**src/rtl/tick_period_meter.sv**
```systemverilog
// Measures the cycle count between successive tick events and reports it with a valid pulse, lock and overflow flags.
// Optional macro TICK_PERIOD_EDGE_EN: treat tick as a level and count only its rising edges.
module tick_period_meter #(
  parameter int WIDTH = 32
) (
  input  logic             clk,
  input  logic             rst,
  input  logic             enable,
  input  logic             tick,
  output logic [WIDTH-1:0] period,
  output logic             period_valid,
  output logic             locked,
  output logic             overflow
);

  typedef enum logic [1:0] {IDLE, MEASURE, OVFL} state_t;

  localparam logic [WIDTH-1:0] CNT_MAX = '1;
  localparam logic [WIDTH-1:0] CNT_ONE = WIDTH'(1);

  state_t           state_reg, state_next;
  logic [WIDTH-1:0] cnt_reg, cnt_next;
  logic [WIDTH-1:0] prev_reg, prev_next;
  logic [WIDTH-1:0] period_reg, period_next;
  logic             valid_reg, valid_next;
  logic             locked_reg, locked_next;
  logic             ovf_reg, ovf_next;
  logic             event_w;

`ifdef TICK_PERIOD_EDGE_EN
  logic tick_q_reg;

  // Cleared while disabled so a level already high at re-enable counts as a fresh edge.
  always_ff @(posedge clk) begin
    if (rst || !enable) tick_q_reg <= 1'b0;
    else                tick_q_reg <= tick;
  end

  assign event_w = tick & ~tick_q_reg;
`else
  assign event_w = tick;
`endif

  always_ff @(posedge clk) begin
    if (rst) begin
      state_reg  <= IDLE;
      cnt_reg    <= '0;
      prev_reg   <= '0;
      period_reg <= '0;
      valid_reg  <= 1'b0;
      locked_reg <= 1'b0;
      ovf_reg    <= 1'b0;
    end else begin
      state_reg  <= state_next;
      cnt_reg    <= cnt_next;
      prev_reg   <= prev_next;
      period_reg <= period_next;
      valid_reg  <= valid_next;
      locked_reg <= locked_next;
      ovf_reg    <= ovf_next;
    end
  end

  always_comb begin
    state_next  = state_reg;
    cnt_next    = cnt_reg;
    prev_next   = prev_reg;
    period_next = period_reg;
    valid_next  = 1'b0;
    locked_next = locked_reg;
    ovf_next    = ovf_reg;

    if (!enable) begin
      state_next  = IDLE;
      cnt_next    = '0;
      locked_next = 1'b0;
    end else begin
      case (state_reg)
        IDLE: begin
          if (event_w) begin
            cnt_next   = CNT_ONE;
            state_next = MEASURE;
          end
        end
        MEASURE: begin
          // A closing event wins over saturation, so a gap of exactly all-ones is still reported.
          if (event_w) begin
            period_next = cnt_reg;
            valid_next  = 1'b1;
            ovf_next    = 1'b0;
            prev_next   = cnt_reg;
            locked_next = (cnt_reg == prev_reg) && (prev_reg != '0);
            cnt_next    = CNT_ONE;
          end else if (cnt_reg == CNT_MAX) begin
            state_next  = OVFL;
            ovf_next    = 1'b1;
            locked_next = 1'b0;
          end else begin
            cnt_next = cnt_reg + CNT_ONE;
          end
        end
        OVFL: begin
          // Resynchronise: the overlong gap is dropped and lock history restarts.
          if (event_w) begin
            cnt_next   = CNT_ONE;
            prev_next  = '0;
            state_next = MEASURE;
          end
        end
        default: begin
          state_next = IDLE;
          cnt_next   = '0;
        end
      endcase
    end
  end

  assign period       = period_reg;
  assign period_valid = valid_reg;
  assign locked       = locked_reg;
  assign overflow     = ovf_reg;

endmodule

```
**config.mk**
```make
export PLATFORM = sky130hd
export DESIGN_NAME = tick_period_meter
export DESIGN_NICKNAME = d
export VERILOG_FILES = /design/src/rtl/tick_period_meter.sv
export SDC_FILE = /design/constraint.sdc
export NUM_CORES = 1
export LEC_CHECK = 0
export ABC_CLOCK_PERIOD_IN_PS = 2050
export BUFFER_PORTS_ARGS = -buffer_cell sky130_fd_sc_hd__buf_4
export CORE_MARGIN = 2
export CORE_UTILIZATION = 40
export DETAILED_ROUTE_END_ITERATION = 10
export SLEW_MARGIN = 20
export SYNTH_ARGS = -nofsm -noshare
export SYNTH_HDL_FRONTEND = slang
export SYNTH_SLANG_ARGS = --single-unit
export TNS_END_PERCENT = 20
```
**constraint.sdc**
```tcl
create_clock -name clk -period 2.05 [get_ports clk]
set_input_delay 0.41 -clock clk [delete_from_list [all_inputs] [get_ports clk]]
set_output_delay 0.41 -clock clk [all_outputs]
set_load 0.1 [all_outputs]
```
==> run summary <==
===========================================================================================
Run status                                                                        completed
Most instantiated flip-flop cell in the synthesis netlist                           dfxtp_1
Sort of element at the end of the critical path                                   flip-flop
Input/output buffers                                                                     38
Number of design-rule violations left by the first detailed-router iteration            247
Peak supply drop                                                                     455 uV
Die Y                                                                                112 um
CTS Root Buffer Type                                                              clkbuf_16
Yosys synthesis warning count                                                             0
Post-route antenna net violation count                                                    0
Routed len/inst                                                                     17.8 um
Critical path class                                                            flip-flop to flip-flop
Cell breakdown of the critical path                                            nand4_1 -> nor3_1 -> nand2_1 -> or4_1 -> a21oi_1
Critical path data arrival time                                                     2.28 ns
Post-layout power                                                                 0.00374 W
Final Setup Violations                                                                    0
Average via count per standard cell                                                    5.68
Number of hold violations in the final report                                             0
Final Skew                                                                       0.00537 ns
CP startpoint kind                                                                flip-flop
Global-route congestion overflow total                                                    0
Share of the synthesized area in the top cell type                                    0.436
Standard cell core area                                                         11,400 um^2
Buffer depth of the longest clock path                                                    2
Top area cells in the synthesized netlist                                      dfxtp_1 (44%), nand2_1 (9.4%), a21oi_1 (8.6%)
Fin util                                                                              0.504
Inserted Clock Buffers                                                                    9
Starting utilization of the core area                                                 0.408
Cell type with the highest aggregate area in the netlist                            dfxtp_1
Power Density                                                                   653 nW/um^2
Crit-path max cell delay                                                            0.50 ns
Nets                                                                                    644
Pin count of the biggest net entering global routing                                     66
Maximum clock frequency                                                             501 MHz
Total routing resource utilization after global routing                               0.228
First-pass DRT Iterations                                                                 5
FFs w/ async S/R, synth                                                                   0
Synthesized netlist cell count                                                          567
Sum of routed wire length over all layers                                         14,000 um
Endpoint required time on the critical path                                         2.33 ns
Number of max-slew violations in the final report                                         0
Post-synth net total                                                                    572
Commonest cells after routing, fill and taps aside                             nand2_1 (116), buf_4 (102), dfxtp_1 (97), a21oi_1 (79), xor2_1 (34)
Worst min path class                                                           input port to flip-flop
Most common library cell in the layout ignoring fill and taps                       nand2_1
Latest clock arrival within the worst-skew pair                                     0.35 ns
Final critical delay including setup and external delays                            2.00 ns
Count of max-cap constraint violations                                                    0
Slew at the pin closest to its max-slew limit                                      0.659 ns
Via count                                                                             4,467
Number of levels the H-tree was split into                                                3
Avg Synthesized Cell Area                                                         8.18 um^2
Area Growth Syn to Fin                                                                23.6%
Count of flip-flops with a built-in enable after synthesis                                0
Final worst path period share                                                         0.974
Number of sinks handled by clock tree synthesis                                         101
Top Ports                                                                                39
Unique masters post-synth                                                                53
Total inserted antenna cells                                                              0
Die Area                                                                        12,500 um^2
Filler Cells Inserted                                                                 1,131
Static leakage                                                                      2.30 nW
Number of antenna violations at the first check in global routing                         0
Horizontal die dimension                                                             112 um
DRC                                                                                       0
Max_slew headroom                                                                     0.561
Largest driver fanout on the critical path                                                6
Sequential fraction of the synthesis area                                             0.436
Clock tree from TritonCTS                                                              done
Final weighted congestion in routability-driven placement                             0.907
Critical-path top delay cell                                                        dfxtp_1
Clk slew on worst S/H paths                                                         0.07 ns
Vias in the first global route                                                        4,181
Wire length of the first global-routing pass                                      22,500 um
RSZ-0062 raised after global routing                                                   true
Total number of placement rows                                                           39
Flip-flop and latch count after synthesis                                               101
Detailed placer's ending HPWL                                                     10,400 um
Fraction of layout instances using a drive strength above 1                           0.230
Total standard cell area after synthesis                                          4640 um^2
===========================================================================================
## synthesized netlist by cell type, drive strengths merged, types with 2 or more instances
| master | number |
|---|---|
| a311oi | 2 |
| and2 | 6 |
| a41oi | 3 |
| a41o | 2 |
| inv | 7 |
| mux2i | 4 |
| nand2 | 116 |
| nor3 | 13 |
| or4 | 5 |
| dfxtp | 101 |
| a21oi | 80 |
| o31ai | 7 |
| a211oi | 4 |
| a31oi | 8 |
| nand2b | 3 |
| and3 | 8 |
| o21ai | 17 |
| buf | 16 |
| nor2b | 2 |
| o311ai | 3 |
| nor4 | 22 |
| and4 | 2 |
| nand4b | 2 |
| nor4b | 2 |
| nand3 | 22 |
| or2 | 2 |
| nor2 | 14 |
| nand4 | 14 |
| or3 | 9 |
| xor2 | 34 |
| clkbuf | 26 |
| o211ai | 2 |
## area by class of cell
| cell class | instances | area [um^2] | area share |
|---|---|---|---|
| clock buffers | 10 | 239 | 0.0417 |
| flip-flops and latches | 101 | 2030 | 0.354 |
| repair buffers | 103 | 786 | 0.137 |
| clock inverters | 6 | 46.3 | 0.00808 |
| inverters | 7 | 26.3 | 0.00458 |
| multi-input cells | 417 | 2430 | 0.424 |
| well taps | 143 | 179 | 0.0312 |
## cell families (layout without fill, tap and decap cells)
logic type,count (synthesis),in the layout,share of synthesized area
and+or+nand+nor,245,245,0.271
xor gates and xnor gates,34,34,0.0642
DFF,101,101,0.436
AOI/OAI and AO/OA,133,133,0.169
muxes,4,4,0.00863
buffers and inverters,49,126,0.0483
adders and majority gates,1,1,0.00270
## worst max-delay path, delay by kind of cell (launching register included)
| family | cells | cell delay, ns |
|---|---|---|
| simple gates | 4 | 1.28 |
| flops | 1 | 0.50 |
| compound gates | 1 | 0.14 |
## path summary, 6_finish.rpt
check,end,from,slack (ns),cells past startpoint
setup / recovery,cnt_reg[15],cnt_reg[7],0.05,5
hold / removal,period_valid,rst,0.34,2
setup reg to reg,cnt_reg[15],cnt_reg[7],0.05,5
hold reg to reg,period[28],period[28],0.45,2
## through the flow
step	setup TNS (ns)	area, um^2	cells	setup WS, ns	hold slack (ns)
2_1_floorplan	0	4640	567	0.0374	0.460
3_3_place_gp	-0.545	5380	768	-0.231	0.446
3_5_place_dp	-0.339	5380	768	-0.167	0.449
4_1_cts	0	5680	784	0.0251	0.332
5_1_grt	-0.0336	5730	787	-0.0232	0.329
6_report	0	5730	787	0.0529	0.341
## where the power goes
part           internal, W  leakage (nW)  switching (W)  total (W)
clock             0.000868         0.141       0.000782    0.00165
sequential         0.00196         0.815     0.00000392    0.00197
combinational    0.0000336          1.34      0.0000918   0.000125
## metal layers
metal	vias to the layer above	track usage	part of all wire
met5	-	0	0
met4	0	0.0815	0.024
met3	23	0.0348	0.057
met2	150	0.370	0.47
met1	2124	0.309	0.45
li1	2170	-	-
## repair_timing
item                                    4_1_cts  5_1_grt
endpoints found under the setup margin        3       20
gates resized for setup                       2       10
pin swaps                                     0        2
buffers inserted                              0        3
hold buffers                                  0        0
No activity file was read; power rests on OpenSTA's default activity.
